[src/rtl/mod_dm_arbiter.sv]
// mod_dm_arbiter: shares the single data memory between the pipeline MEM stage (m0) and the
// loader/debug port (m1). One access in flight: IDLE -> ACCESS -> DONE -> IDLE.
// Byte addresses and sizes become a word address, byte enables and lane-replicated store data.
// Loads are returned right-justified and extended. Misaligned or reserved-size requests are
// acknowledged with an error flag and never reach the memory.
// Optional feature macro: DM_ARB_FIXED_PRIO_EN (m0 always wins a tie; default is round-robin).
module mod_dm_arbiter #(
  parameter int unsigned ADDR_W = 32,
  parameter int unsigned DATA_W = 32
) (
  input  logic              clk,
  input  logic              reset,
  input  logic              m0_req,
  input  logic              m0_we,
  input  logic [ADDR_W-1:0] m0_addr,
  input  logic [DATA_W-1:0] m0_wdata,
  input  logic [1:0]        m0_size,
  input  logic              m0_sext,
  input  logic [31:0]       m0_pc,
  output logic              m0_ack,
  output logic [DATA_W-1:0] m0_rdata,
  output logic              m0_err,
  input  logic              m1_req,
  input  logic              m1_we,
  input  logic [ADDR_W-1:0] m1_addr,
  input  logic [DATA_W-1:0] m1_wdata,
  input  logic [1:0]        m1_size,
  input  logic              m1_sext,
  input  logic [31:0]       m1_pc,
  output logic              m1_ack,
  output logic [DATA_W-1:0] m1_rdata,
  output logic              m1_err,
  output logic [ADDR_W-1:0] dm_address,
  output logic [DATA_W-1:0] dm_data_in,
  output logic              dm_write,
  output logic [3:0]        BE,
  output logic [31:0]       pc_now,
  input  logic [DATA_W-1:0] dm_data_out
);

  typedef enum logic [1:0] {StIdle, StAccess, StDone} state_e;

  state_e state_q, state_d;
  logic   rr_last_q, rr_last_d;

  // Latched access (captured at grant)
  logic              grant_q;
  logic              we_q;
  logic [1:0]        addr_lo_q;
  logic [1:0]        size_q;
  logic              sext_q;
  logic              err_q;
  logic [DATA_W-1:0] rdata_q;
  logic [ADDR_W-1:0] dm_addr_q;
  logic [DATA_W-1:0] dm_din_q;
  logic [31:0]       pc_q;

  // Winner selection and its request fields
  logic              any_req;
  logic              pick;
  logic              sel_we;
  logic [ADDR_W-1:0] sel_addr;
  logic [DATA_W-1:0] sel_wdata;
  logic [1:0]        sel_size;
  logic              sel_sext;
  logic [31:0]       sel_pc;
  logic              sel_mis;
  logic [DATA_W-1:0] sel_rep;
  logic [DATA_W-1:0] shifted;
  logic [DATA_W-1:0] load_val;
  logic              grant_now;

  // Arbitration: pick the winner among current requests
  always_comb begin
    any_req = m0_req | m1_req;
`ifdef DM_ARB_FIXED_PRIO_EN
    pick = ~m0_req;
`else
    if (m0_req && m1_req) pick = ~rr_last_q;
    else                  pick = m1_req;
`endif
    sel_we    = pick ? m1_we    : m0_we;
    sel_addr  = pick ? m1_addr  : m0_addr;
    sel_wdata = pick ? m1_wdata : m0_wdata;
    sel_size  = pick ? m1_size  : m0_size;
    sel_sext  = pick ? m1_sext  : m0_sext;
    sel_pc    = pick ? m1_pc    : m0_pc;
    unique case (sel_size)
      2'b00:   sel_mis = 1'b0;
      2'b01:   sel_mis = sel_addr[0];
      2'b10:   sel_mis = |sel_addr[1:0];
      default: sel_mis = 1'b1;
    endcase
    // Store data replicated so every byte lane carries the right-justified operand
    unique case (sel_size)
      2'b00:   sel_rep = {4{sel_wdata[7:0]}};
      2'b01:   sel_rep = {2{sel_wdata[15:0]}};
      default: sel_rep = sel_wdata;
    endcase
    grant_now = (state_q == StIdle) && any_req;
  end

  // Next-state logic and round-robin pointer update
  always_comb begin
    state_d   = state_q;
    rr_last_d = rr_last_q;
    unique case (state_q)
      StIdle: begin
        if (any_req) begin
          rr_last_d = pick;
          state_d   = sel_mis ? StDone : StAccess;
        end
      end
      StAccess: state_d = StDone;
      StDone:   state_d = StIdle;
      default:  state_d = StIdle;
    endcase
  end

  // State and round-robin registers
  always_ff @(posedge clk or negedge reset) begin
    if (!reset) begin
      state_q   <= StIdle;
      rr_last_q <= 1'b1;
    end else begin
      state_q   <= state_d;
      rr_last_q <= rr_last_d;
    end
  end

  // Load alignment and extension from the memory word
  always_comb begin
    shifted = dm_data_out >> {addr_lo_q, 3'b000};
    unique case (size_q)
      2'b00:   load_val = {{24{sext_q & shifted[7]}}, shifted[7:0]};
      2'b01:   load_val = {{16{sext_q & shifted[15]}}, shifted[15:0]};
      default: load_val = shifted;
    endcase
  end

  // Access latch at grant; load result capture at the end of ACCESS
  always_ff @(posedge clk or negedge reset) begin
    if (!reset) begin
      grant_q   <= 1'b0;
      we_q      <= 1'b0;
      addr_lo_q <= 2'b00;
      size_q    <= 2'b00;
      sext_q    <= 1'b0;
      err_q     <= 1'b0;
      rdata_q   <= '0;
      dm_addr_q <= '0;
      dm_din_q  <= '0;
      pc_q      <= '0;
    end else if (grant_now) begin
      grant_q   <= pick;
      we_q      <= sel_we;
      addr_lo_q <= sel_addr[1:0];
      size_q    <= sel_size;
      sext_q    <= sel_sext;
      err_q     <= sel_mis;
      rdata_q   <= '0;
      // Memory-facing fields only move for accesses that will actually be issued
      if (!sel_mis) begin
        dm_addr_q <= {sel_addr[ADDR_W-1:2], 2'b00};
        dm_din_q  <= sel_rep;
        pc_q      <= sel_pc;
      end
    end else if (state_q == StAccess) begin
      rdata_q <= we_q ? '0 : load_val;
    end
  end

  // Memory strobes and requester responses
  always_comb begin
    dm_address = dm_addr_q;
    dm_data_in = dm_din_q;
    pc_now     = pc_q;
    dm_write   = (state_q == StAccess) && we_q;
    BE         = 4'b0000;
    if (state_q == StAccess) begin
      unique case (size_q)
        2'b00:   BE = 4'b0001 << addr_lo_q;
        2'b01:   BE = addr_lo_q[1] ? 4'b1100 : 4'b0011;
        default: BE = 4'b1111;
      endcase
    end
    m0_ack   = (state_q == StDone) && !grant_q;
    m1_ack   = (state_q == StDone) && grant_q;
    m0_err   = m0_ack && err_q;
    m1_err   = m1_ack && err_q;
    m0_rdata = m0_ack ? rdata_q : '0;
    m1_rdata = m1_ack ? rdata_q : '0;
  end

endmodule
[config.mk]
export PLATFORM = sky130hd
export DESIGN_NAME = mod_dm_arbiter
export DESIGN_NICKNAME = d
export VERILOG_FILES = /design/src/rtl/mod_dm_arbiter.sv
export SDC_FILE = /design/constraint.sdc
export NUM_CORES = 1
export LEC_CHECK = 0
export ABC_AREA = 1
export CORE_AREA = 2 2 159 161
export DETAILED_ROUTE_END_ITERATION = 8
export DIE_AREA = 0 0 161 163
export MAX_ROUTING_LAYER = met4
export PLACE_DENSITY = 0.76
export RECOVER_POWER = 100
export SLEW_MARGIN = 5
export SYNTH_ARGS = -nofsm -noshare
export SYNTH_HDL_FRONTEND = slang
export SYNTH_SLANG_ARGS = --single-unit
[constraint.sdc]
create_clock -name clk -period 1.88 [get_ports clk]
set_clock_uncertainty 0.05 [all_clocks]
set_input_delay 0.376 -clock clk [delete_from_list [all_inputs] [get_ports clk]]
set_output_delay 0.376 -clock clk [all_outputs]
set_load 0.005 [all_outputs]
Yosys cells after proc, flatten, opt, wreduce, memory -nomap -nowiden
Cells that the tools add are included.
W data, S select, Z words.
{"block": "classes", "n_bitwise": 5, "n_shift": 2, "n_reduce_logical": 15, "eq_ne": 6, "mul": 0, "div": 0, "n_mux": 21, "add_sub_neg": 0, "order_cmp": 0}
{"operator": "$mux W32", "count": 8}
{"operator": "$pmux W32 S2", "count": 2}
{"operator": "$shr A32 B5 Y32", "count": 1}
{"operator": "$mux W4", "count": 2}
{"operator": "$pmux W4 S2", "count": 1}
{"operator": "$logic_and A1 B1 Y1", "count": 7}
{"operator": "$eq A2 B1 Y1 const B", "count": 3}
{"operator": "$logic_not A2 Y1", "count": 3}
{"operator": "$mux W2", "count": 3}
{"operator": "$eq A2 B2 Y1 const B", "count": 2}
{"operator": "$pmux W2 S2", "count": 1}
{"operator": "$reduce_and A2 Y1", "count": 2}
{"operator": "$shl A1 B2 Y4 const A", "count": 1}
{"operator": "$mux W1", "count": 3}
{"operator": "$pmux W1 S3", "count": 1}
{"operator": "$and A1 B1 Y1", "count": 2}
{"operator": "$ne A2 B2 Y1 const B", "count": 1}
{"operator": "$not A1 Y1", "count": 2}
{"operator": "$reduce_bool A2 Y1", "count": 1}
{"operator": "$reduce_or A2 Y1", "count": 1}
{"operator": "$logic_not A1 Y1", "count": 1}
{"operator": "$or A1 B1 Y1", "count": 1}
{"block": "totals", "latchBits": 0, "elab_cells": 61, "ram_bits": 0, "romBits": 0, "n_memories": 0, "in_bits": 236, "regBits": 137, "out_inout_bits": 169}

Depth between registers and ports, before layout
Gate-level depths: netlist (run 1).
{"block": "logic_depth", "word_depth": 8, "ltp_mapped": 13, "mapped_depth_nobuf": 10}

Worst setup path before layout (run 1)
OpenSTA, ideal clock, no wires.
{"block": "synth_timing", "path_type": "flip-flop to flip-flop", "startpoint": "register rr_last_q", "endpoint": "register dm_din_q[0] (netlist: dm_data_in[0])", "required_ns": 1.714, "period_less_slack_ns": 1.757, "setup_slack_ns": 0.123, "path_stages_with_launch": 13, "n_path_buf": 3, "arrival_ns": 1.590, "cell_sequence": "dfstp_2 -> nand2_1 -> nand2_1 -> buf_4 -> nand2_1 -> nand2_2 -> nand2_4 -> nand2_4 -> nand3_2 -> buf_2 -> buf_4 -> nand2_1 -> nand2_1"}
{"block": "synth_via", "elab_chain_len": 7, "elab_cells_between_ends": 13}
{"element": "from (decl)", "line_no": "44", "text": "logic rr_last_q, rr_last_d;"}
{"element": "from (signal assigned)", "line_no": "127", "text": "rr_last_q <= rr_last_d;"}
{"element": "$not A1 Y1 (*)", "line_no": "79", "text": "if (m0_req && m1_req) pick = ~rr_last_q;"}
{"element": "$mux W1 (*)", "line_no": "79"}
{"element": "$mux W2 / $mux W32 (equally long branches)", "line_no": "85, 83"}
{"element": "$eq A2 B2 Y1, or another cell as far along", "line_no": "88", "text": "unique case (sel_size)"}
{"element": "$pmux W1 S3", "line_no": "88"}
{"element": "$not A1 Y1 (no source line)"}
{"element": "$reduce_and A2 Y1 (no source line)"}
{"element": "to (signal assigned)", "line_no": "165", "text": "dm_din_q <= sel_rep;"}
{"element": "to (decl)", "line_no": "55", "text": "logic [DATA_W-1:0] dm_din_q;"}
Mark *: on every way between the ends. The rest lies on a longest branch, timed or not.
A chain may end at the register's enable or synchronous reset.

Worst setup path in the final report (run 1)
{"block": "layout_timing", "startpoint": "register state_q[0]", "endpoint": "output port m1_rdata[5]"}
{"block": "layout_via", "elab_chain_len": 3}
{"element": "from (decl)", "line_no": "43", "text": "state_e state_q, state_d;"}
{"element": "from (signal assigned)", "line_no": "123", "text": "state_q <= StIdle;"}
{"element": "from (signal assigned)", "line_no": "126", "text": "state_q <= state_d;"}
{"element": "$eq A2 B2 Y1", "line_no": "188", "text": "m1_ack = (state_q == StDone) && grant_q;"}
{"element": "$logic_and A1 B1 Y1", "line_no": "188"}
{"element": "$mux W32", "line_no": "192", "text": "m1_rdata = m1_ack ? rdata_q : '0;"}
{"element": "to (decl)", "line_no": "31", "text": "output logic [DATA_W-1:0] m1_rdata,"}
No other way between the ends.

==> results of run 1 <==
## state kept, by name (all words and copies together) (netlist names)
name,flops
sext_q,1
addr_lo_q,2
rr_last_q,1
pc_now,32
size_q,2
rdata_q,32
err_q,1
grant_q,1
dm_data_in,32
dm_address,30
we_q,1
state_q,2
## layout by cell type (no fill, tap or decap), types with 4 or more instances in the layout
master and instances:
buf_2 65, clkdlybuf4s50_1 254, o21ai_0 30, inv_2 7, nand3_1 65, buf_4 45
nor2_2 29, clkbuf_2 4, nand2_2 104, nand2_4 47, dlygate4sd3_1 73, nor2_1 25
o211ai_1 15, a21oi_1 15, buf_16 8, buf_6 21, diode_2 8, nand2_1 579
nor2_4 32, dfrtp_1 135, inv_6 5, clkbuf_16 31, buf_8 7, or2_2 8
clkinvlp_4 4, buf_12 14, inv_1 45
## worst max-delay path: stages (launching register included)
cell and delay, ns:
dfrtp_2 0.45, nor3_4 0.27, inv_4 0.10, clkbuf_16 0.20, nor2_1 0.08, buf_2 0.12
## through the flow
step,instances,power (W),TNS [ns]
detailed placement,1951,0.0128,-59.95
global route,2040,0.0196,-32.39
finish,2040,0.0185,-15.81
global placement,1951,0.0127,-54.03
floorplan,1235,0.00845,0
CTS,2009,0.0172,-15.77
## cells by family (layout without fill, tap and decap cells)
family	after synthesis	after routing	share of synthesized area, %
simple gates	900	900	44.7
buf+inv	130	597	7.29
compound gates	66	66	4.67
flops	137	137	43.3
other cells	1	10	0.0473
## final cells by class
type	count	area share (%)
Timing Repair Buffer	509	35.1
Clock inverter	13	0.908
Multi-Input combinational cell	968	33.2
Tap cell	330	2.80
Sequential cell	137	23.3
Clock buffer	19	3.00
Antenna cell	8	0.136
Inverter	56	1.55
## power groups by stage
stage          Sequential, W  Combinational (W)  Clock, W
2_1_floorplan        0.00480            0.00365         0
3_3_place_gp         0.00479            0.00794         0
3_5_place_dp         0.00479            0.00806         0
4_1_cts              0.00481            0.00902   0.00341
5_1_grt              0.00495             0.0111   0.00355
6_report             0.00482             0.0103   0.00336
## final timing paths
kind	cells after the start	to	from	slack (ns)
max in group asynchronous	3	rdata_q[9]$_DFFE_PN0P_	reset	0.20
min in group asynchronous	2	dm_data_in[3]$_DFFE_PN0P_	reset	0.73
worst max-delay path	5	m1_rdata[5]	state_q[0]$_DFFE_PN0P_	-0.20
worst min register to register	2	pc_now[8]$_DFFE_PN0P_	pc_now[8]$_DFFE_PN0P_	0.42
worst min-delay path	2	pc_now[8]$_DFFE_PN0P_	pc_now[8]$_DFFE_PN0P_	0.42
worst max register to register	12	pc_now[1]$_DFFE_PN0P_	rr_last_q$_DFFE_PN1P_	-0.09
## layer usage
metal | GRT usage, % | vias to the layer above | routed length, um | share of wire (%)
li1 | - | 4696 | - | -
met1 | 30.0 | 4524 | 14500 | 38
met2 | 44.8 | 488 | 19100 | 50
met3 | 6.72 | 77 | 3010 | 7.9
met4 | 11.0 | 0 | 1390 | 3.7
met5 | - | - | 0 | 0
## timing repair
| item | in CTS | in global routing |
|---|---|---|
| hold endpoints to repair | 37 | 0 |
| pin swaps | 9 | 44 |
| gates cloned | 9 | 20 |
| buffers inserted | 16 | 11 |
| hold buffers | 1 | 0 |
| resized for setup | 355 | 293 |
| endpoints found under the setup margin | 166 | 183 |
==> impl_metrics.toml, run 1 <==
[logic_synthesis]
post-synth-top-count-cell = "nand2_1"
synth.distinct_cells = 30
synthTopCellsByArea = "dfrtp_1 43%, nand2_1 34%, nand3_1 4.3%"
synth_edf_count = 0
synthesized_instance_count = 1234
ys.flop_type = "dfrtp_1"
async_flop_share_pct = 100
synth.ff_latch_count = 137
synthDominantAreaCellType = "dfrtp_1"
post_synth_instance_area_mm2 = 0.00793
yosysWarningCount = 0
synth_area_per_cell_um2 = 6.42
post_synth_most_frequent_cells = "725 x nand2_1, 136 x dfrtp_1, 84 x nor2_1"
synth.top_cell.area_share_pct = 42.9
synth-seq-area-share_pct = 43.3

[finish]
ff_latch_area_mm2 = 0.00343
final_cell_area_mm2 = 0.0148
num-nets-final = 1925
fin_util_pct = 59.8
syn_to_final_growth_pct = 86.1
num-fill-cells = 2263
layout-drive-gt1-share_pct = 26.7
multi_input_gate_area_mm2 = 0.00490

[power]
switchingPower_w = 0.00771
intPower_w = 0.0108
clkPwrFrac_pct = 18.2
sequentialPowerShare_pct = 26.0
leakage_power_nw = 7.57
sw_frac_of_total_pct = 41.7
combinationalPowerShare_pct = 55.8
irDropWorstVdd_mv = 0.581
pwr_density_cell_mw_per_mm2 = 1250

[worst_setup_path]
signal_arrival_time_at_the_worst_endpoint_ns = 1.65
required_ns = 1.45
path_class = "flop to primary output"
setup.worst_path.start_class = "flop"
critPathCaptureType = "primary output"
timing.critical_path.fanout_max = 8

[grt]
first_global_vias = 9240
grt.overflow.total = 0
initial_antenna_violation_count = 8
global_route_wire_length_before_repair_mm = 51.8
grt_max_degree = 43
globalRouteTotalUtil_pct = 26.5

[outcome]
outcome = "complete, but fails checks"
violations = "negative setup slack"

[place]
number_of_port_buffers = 402
dp.final_hpwl_mm = 24.5
dpl-instance-area_mm2 = 0.0126
dp_slack_ns = -0.486
finalWeightedCongestion = 0.886

[floorplanning]
dieHeight_um = 163
floorplan.io_pins = 405
start_util_pct = 32.1
core.rowCount = 58
dieWidth_um = 161
die_area_mm2 = 0.0262
core_area_mm2 = 0.0247

[sta]
period_share_pct = 111
postLayoutSetupSlackWorst_ns = -0.201
final_period_minus_worst_setup_slack_ns = 2.08
slew_violations = 0
fmax_ghz = 0.481
timing.slew.headroom_pct = 18.8
worst_pin_slew_ns = 1.22
timing_hold_violations_final = 0
holdWs_ns = 0.418
setup_violations = 165
grt_setup_unrepaired = "yes"

[clocking]
cts_clock_pin_slew_for_the_worst_setup_and_hold_paths_ns = 0.07
cts_inserted_buffers = 17
htreeDepth = 4
sinks_on_the_clock_net = 137
max-clock-path-buffers = 2
cts_tree = "yes"
cts_root_buf = "clkbuf_16"
clock_latency_ns = 0.42

[detailed_routing]
route.antenna.remaining_nets = 0
detailedRoute.firstPassIterationCount = 5
wl_per_cell_um = 18.6
drc = 0
route.vias.total = 9785
vias_per_cell = 4.80
detail_route.wirelength_mm = 38.0
drt_iter0_drc = 665

[worst_hold_path]
min_path_type = "flop to flop"

[flow_run]
max_cap_viol_count = 0
(Power assumes the default switching activity.)
==> inputs of run 2 (changes only) <==
- SETUP_SLACK_MARGIN: unset -> 0.5
==> run 2 against run 1 <==
Compared with the run above: global-route usage rose by 3.2 points; clock power down 1%; final cell count rose by 5.6%; sequential share of layout area shrank 2.1 points; the run still ends with negative setup slack left; register-to-register slack lost 0.19 ns; utilization is 6.1 points higher; worst setup slack worse by 0.19 ns; combinational power up 26%; non-clock buffer count increased by 116.
==> impl_metrics.toml, run 2 (synthesized netlist as in run 1, its figures left out) <==
[power]
switchingPower_w = 0.00913
sw_frac_of_total_pct = 43.0
leakage_power_nw = 8.22
total_power_w = 0.0212
irDropWorstVdd_mv = 0.689
combinationalPowerShare_pct = 61.0
clkPwrFrac_pct = 15.6
intPower_w = 0.0121
sequentialPowerShare_pct = 23.4
pwr_density_cell_mw_per_mm2 = 1310

[finish]
layoutNonFillerInstCount = 2155
most_common_cell_after_layout_fill_and_taps_aside = "nand2_1"
syn_to_final_growth_pct = 105
final_cell_area_mm2 = 0.0162
layout-drive-gt1-share_pct = 37.7
num-fill-cells = 1995
num-nets-final = 2043
layout_common_cells = "511 x nand2_1, 233 x clkdlybuf4s50_1, 135 x nand2_2"

[sta]
grt_setup_unrepaired = "yes"
period_share_pct = 121
holdWs_ns = 0.437
setup_violations = 169
slew_violations = 0
timing.slew.headroom_pct = 13.9
worst_pin_slew_ns = 1.29
timing_hold_violations_final = 0
postLayoutSetupSlackWorst_ns = -0.388
final_period_minus_worst_setup_slack_ns = 2.27
fmax_ghz = 0.441

[clocking]
cts_root_buf = "clkbuf_16"
cts_tree = "yes"
cts_inserted_buffers = 17
cts_clock_pin_slew_for_the_worst_setup_and_hold_paths_ns = 0.06
sinks_on_the_clock_net = 137
htreeDepth = 4
clock_latency_ns = 0.42
max-clock-path-buffers = 2

[grt]
initial_antenna_violation_count = 5
grt_max_degree = 46
globalRouteTotalUtil_pct = 29.7
grt.overflow.total = 0
global_route_wire_length_before_repair_mm = 57.6
first_global_vias = 10119

[flow_run]
max_cap_viol_count = 0

[place]
number_of_port_buffers = 402
dp_cells = 1952
dpl-instance-area_mm2 = 0.0129
finalWeightedCongestion = 0.901
dp.final_hpwl_mm = 25.2

[detailed_routing]
drc = 0
drt_iter0_drc = 703
vias_per_cell = 4.95
wl_per_cell_um = 19.1
route.vias.total = 10667
route.antenna.remaining_nets = 0
detailedRoute.firstPassIterationCount = 5
detail_route.wirelength_mm = 41.2

[outcome]
outcome = "complete, but fails checks"
violations = "negative setup slack"

[worst_setup_path]
cpMaxStageDelayCell = "dfrtp_1"
rr_endpoint = "dm_address[19]$_DFFE_PN0P_"
signal_arrival_time_at_the_worst_endpoint_ns = 1.84
critical_path_cell_by_cell = "buf_6, nor3_4, inv_4, buf_12, buf_12, buf_8, nor2_2, buf_2"
path_class = "flop to primary output"
timing.critical_path.fanout_max = 7
reg2regPathDepth = 14
critPathCaptureType = "primary output"
ff2ff_setup_slack_ns = -0.28
required_ns = 1.45
timing.critical_path.buf_inv = 6
setup.worst_path.start_class = "flop"
reg2reg_from = "rr_last_q$_DFFE_PN1P_"
cpLargestDelayFamily = "buffers and inverters"
worst_path_most_repeated_cell = "buf_12"
critical-path-max-stage-delay_ns = 0.40

[floorplanning]
core.rowCount = 58
dieWidth_um = 161
die_area_mm2 = 0.0262
dieHeight_um = 163
start_util_pct = 32.1
core_area_mm2 = 0.0247
floorplan.io_pins = 405

[worst_hold_path]
worstHoldEndpoint = "rdata_q[18]$_DFFE_PN0P_"
hold_path.startpoint = "rdata_q[18]$_DFFE_PN0P_"
min_path_type = "flop to flop"
worst_hold_path_stage_count = 2
-- run 2: cell types whose count changed in the layout (fill, tap and decap cells not counted), sizes merged --
cell	delta
buf	+133
clkbuf	+74
clkdlybuf4s15	+2
clkdlybuf4s50	-21
clkinv	+1
clkinvlp	+3
diode	-3
dlygate4sd3	-72
dlymetal6s2s	-1
inv	-1
-- run 2: tightest hold or removal path: cells and delay by family, from the launching register on --
family	cells	cell delay (ns)
flip-flops	1	0.36
AND/OR/NAND/NOR	2	0.09
-- run 2: worst max-delay path by stage --
stage | depth (start not counted) | endpoint | slack [ns] | start
after floorplan | 12 | dm_data_in[0]$_DFFE_PN0P_ | 0.19 | rr_last_q$_DFFE_PN1P_
after global placement | 11 | dm_data_in[7]$_DFFE_PN0P_ | -0.41 | m1_req
after detailed placement | 11 | dm_address[22]$_DFFE_PN0P_ | -0.46 | m1_req
after CTS | 8 | m0_rdata[4] | -0.38 | grant_q$_DFFE_PN0P_
after global routing | 8 | m0_rdata[28] | -0.47 | grant_q$_DFFE_PN0P_
final | 8 | m0_rdata[28] | -0.39 | grant_q$_DFFE_PN0P_
-- run 2: routing by layer --
metal,part of all wire (%),up-vias,global-route usage (%)
met3,7.1,115,6.93
met5,0,-,-
li1,-,4947,-
met1,36,5067,32.3
met4,4.7,0,13.0
met2,52,538,51.9
-- run 2: layout make-up --
type	count	area, um^2	area share (%)
inverter	56	250	1.54
multi-input combinational	968	5550	34.2
clock buffer	18	429	2.64
timing repair inverter	2	32.5	0.200
timing repair buffer	625	5990	36.9
sequential	137	3430	21.1
antenna	5	12.5	0.0770
clock inverter	14	136	0.839
tap	330	413	2.54
-- run 2: metrics by stage --
stage | utilization (%) | TNS, ns | setup WS [ns]
after global placement | 52.3 | -46.62 | -0.412
after floorplan | - | 0 | 0.194
after CTS | 61.3 | -29.34 | -0.379
final | 65.8 | -36.97 | -0.388
after global routing | 65.8 | -50.58 | -0.471
after detailed placement | 52.3 | -54.61 | -0.463
-- run 2: power groups by stage --
stage / registers [W] / clock network (W) / logic [W]
2_1_floorplan: 0.00483 / 0 / 0.00430
6_report: 0.00496 / 0.00332 / 0.0130
3_5_place_dp: 0.00483 / 0 / 0.00836
4_1_cts: 0.00493 / 0.00336 / 0.0111
3_3_place_gp: 0.00485 / 0 / 0.00822
5_1_grt: 0.00507 / 0.00350 / 0.0138
-- run 2: timing repair --
| item | 4_1_cts | 5_1_grt |
|---|---|---|
| resized for setup | 705 | 408 |
| hold buffers | 1 | 0 |
| buffers inserted | 84 | 51 |
| cloned | 23 | 7 |
| endpoints found under the hold margin | 39 | 0 |
| pin swaps | 75 | 74 |
| setup endpoints to repair | 304 | 304 |
==> inputs of run 3 (changes only) <==
- ABC_CLOCK_PERIOD_IN_PS: unset -> 1880
- GPL_TIMING_DRIVEN: unset -> 0
==> run 3 against run 2 <==
Compared with the run above: the run ends with max-capacitance violations, max-slew violations, negative setup slack left; die area unchanged; hold slack got worse by 0.089 ns; critical path depth decreased by 1; first-iteration DRC count decreased by 18%; sequential share of layout area increased by 0.17 points; global-route usage decreased by 0.70 points; flip-flop and latch count unchanged; via count decreased by 1.6%; combinational power decreased by 3%; final area decreased by 0.85%; count of clock-buffer cells in the layout increased by 1; critical endpoint is now m1_rdata[0]; largest cell class unchanged; largest power group unchanged; highest routed layer unchanged.
==> impl_metrics.toml, run 3 (synthesized netlist as in run 1, its figures left out) <==
[clocking]
cts_root_buf = "clkbuf_16"
cts_tree = "yes"
htreeDepth = 4
cts_clock_pin_slew_for_the_worst_setup_and_hold_paths_ns = 0.06
cts_inserted_buffers = 17
sinks_on_the_clock_net = 137
clock_latency_ns = 0.41
max-clock-path-buffers = 2

[power]
irDropWorstVdd_mv = 0.727
pwr_density_cell_mw_per_mm2 = 1290
clkPwrFrac_pct = 15.7
sw_frac_of_total_pct = 41.5
intPower_w = 0.0122
leakage_power_nw = 8.10
combinationalPowerShare_pct = 60.6
switchingPower_w = 0.00861
sequentialPowerShare_pct = 23.7

[sta]
postLayoutSetupSlackWorst_ns = -0.357
grt_setup_unrepaired = "yes"
period_share_pct = 119
fmax_ghz = 0.447
worst_pin_slew_ns = 1.71
final_period_minus_worst_setup_slack_ns = 2.24
timing.slew.headroom_pct = -13.7
timing_hold_violations_final = 0
setup_violations = 167
slew_violations = 71

[finish]
layout-drive-gt1-share_pct = 34.7
most_common_cell_after_layout_fill_and_taps_aside = "nand2_1"
final_cell_area_mm2 = 0.0161
layoutNonFillerInstCount = 2191
layout_common_cells = "560 x nand2_1, 232 x clkdlybuf4s50_1, 135 x dfrtp_1"
num-nets-final = 2074
fin_util_pct = 65.3
syn_to_final_growth_pct = 103

[place]
dp_cells = 1968
finalWeightedCongestion = 0.945
dp.final_hpwl_mm = 27.2
number_of_port_buffers = 402
dpl-instance-area_mm2 = 0.0129

[detailed_routing]
detailedRoute.firstPassIterationCount = 5
wl_per_cell_um = 18.1
drt_iter0_drc = 579
route.vias.total = 10491
detail_route.wirelength_mm = 39.7
vias_per_cell = 4.79
drc = 0
route.antenna.remaining_nets = 0

[worst_hold_path]
min_path_type = "input pin to asynchronous set/reset pin"

[grt]
initial_antenna_violation_count = 10
global_route_wire_length_before_repair_mm = 56.4
globalRouteTotalUtil_pct = 29.0
first_global_vias = 10028
grt.overflow.total = 0
grt_max_degree = 72

[floorplanning]
start_util_pct = 32.1
dieWidth_um = 161
floorplan.io_pins = 405
dieHeight_um = 163
core.rowCount = 58
core_area_mm2 = 0.0247
die_area_mm2 = 0.0262

[worst_setup_path]
timing.critical_path.fanout_max = 4
signal_arrival_time_at_the_worst_endpoint_ns = 1.81
ff2ff_setup_slack_ns = -0.24
setup.worst_path.start_class = "flop"
critPathCaptureType = "primary output"
path_class = "flop to primary output"
required_ns = 1.45

[outcome]
violations = "max-capacitance violations, max-slew violations, negative setup slack"
outcome = "complete, but fails checks"

[flow_run]
max_cap_viol_count = 1
==> run 3: final cells by class <==
type / count / area, um^2
Clock buffer: 19 / 433
Buffer: 74 / 961
Timing Repair Buffer: 583 / 5310
Sequential cell: 137 / 3430
Fill cell: 2113 / 8570
Timing Repair inverter: 1 / 7.51
Tap cell: 330 / 413
Inverter: 56 / 243
Clock inverter: 13 / 123
Multi-Input combinational cell: 968 / 5160
Antenna cell: 10 / 25.0
==> run 3: metal layers <==
layer / share of wire (%) / global-route usage [%]
met1: 36 / 31.2
met2: 52 / 51.0
met3: 7.5 / 7.64
met4: 4.2 / 11.6
met5: 0 / -
==> run 3: metrics by stage <==
stage               hold slack (ns)  power [W]  setup TNS, ns  setup slack [ns]
floorplan                    0.0304    0.00913              0             0.194
global placement              0.412     0.0132        -820.92             -5.41
detailed placement            0.397     0.0133         -84.24            -0.728
CTS                         -0.0527     0.0192         -33.33            -0.369
global route                  0.439     0.0219         -50.14            -0.442
finish                        0.348     0.0208         -34.73            -0.357
==> run 3: worst max-delay path: stages (launching register included) <==
cell,delay (ns)
dfrtp_2,0.45
nor3_4,0.17
buf_6,0.14
clkinvlp_4,0.14
buf_4,0.17
buf_6,0.11
nor2_4,0.10
buf_2,0.12
==> run 3: power by group through the flow <==
stage / clock network, W / logic [W] / registers (W)
6_report: 0.00325 / 0.0126 / 0.00493
5_1_grt: 0.00342 / 0.0135 / 0.00504
4_1_cts: 0.00328 / 0.0111 / 0.00484
3_5_place_dp: 0 / 0.00850 / 0.00484
3_3_place_gp: 0 / 0.00837 / 0.00482
2_1_floorplan: 0 / 0.00430 / 0.00483
==> run 3: final timing paths <==
path | cells after the start | endpoint | from
max | 7 | m1_rdata[0] | state_q[0]$_DFFE_PN0P_
min | 1 | rdata_q[29]$_DFFE_PN0P_ | reset
max reg2reg | 14 | pc_now[7]$_DFFE_PN0P_ | rr_last_q$_DFFE_PN1P_
min reg2reg | 2 | rdata_q[22]$_DFFE_PN0P_ | rdata_q[22]$_DFFE_PN0P_
max in group asynchronous | 1 | state_q[0]$_DFFE_PN0P_ | reset
min in group clk | 2 | rdata_q[22]$_DFFE_PN0P_ | rdata_q[22]$_DFFE_PN0P_
==> run 3: timing repair <==
action / in CTS / in global routing
gates resized for setup: 854 / 255
endpoints found under the hold margin: 69 / 31
pin swaps: 45 / 60
setup buffers: 85 / 68
cloned: 21 / 7
endpoints found under the setup margin: 304 / 304
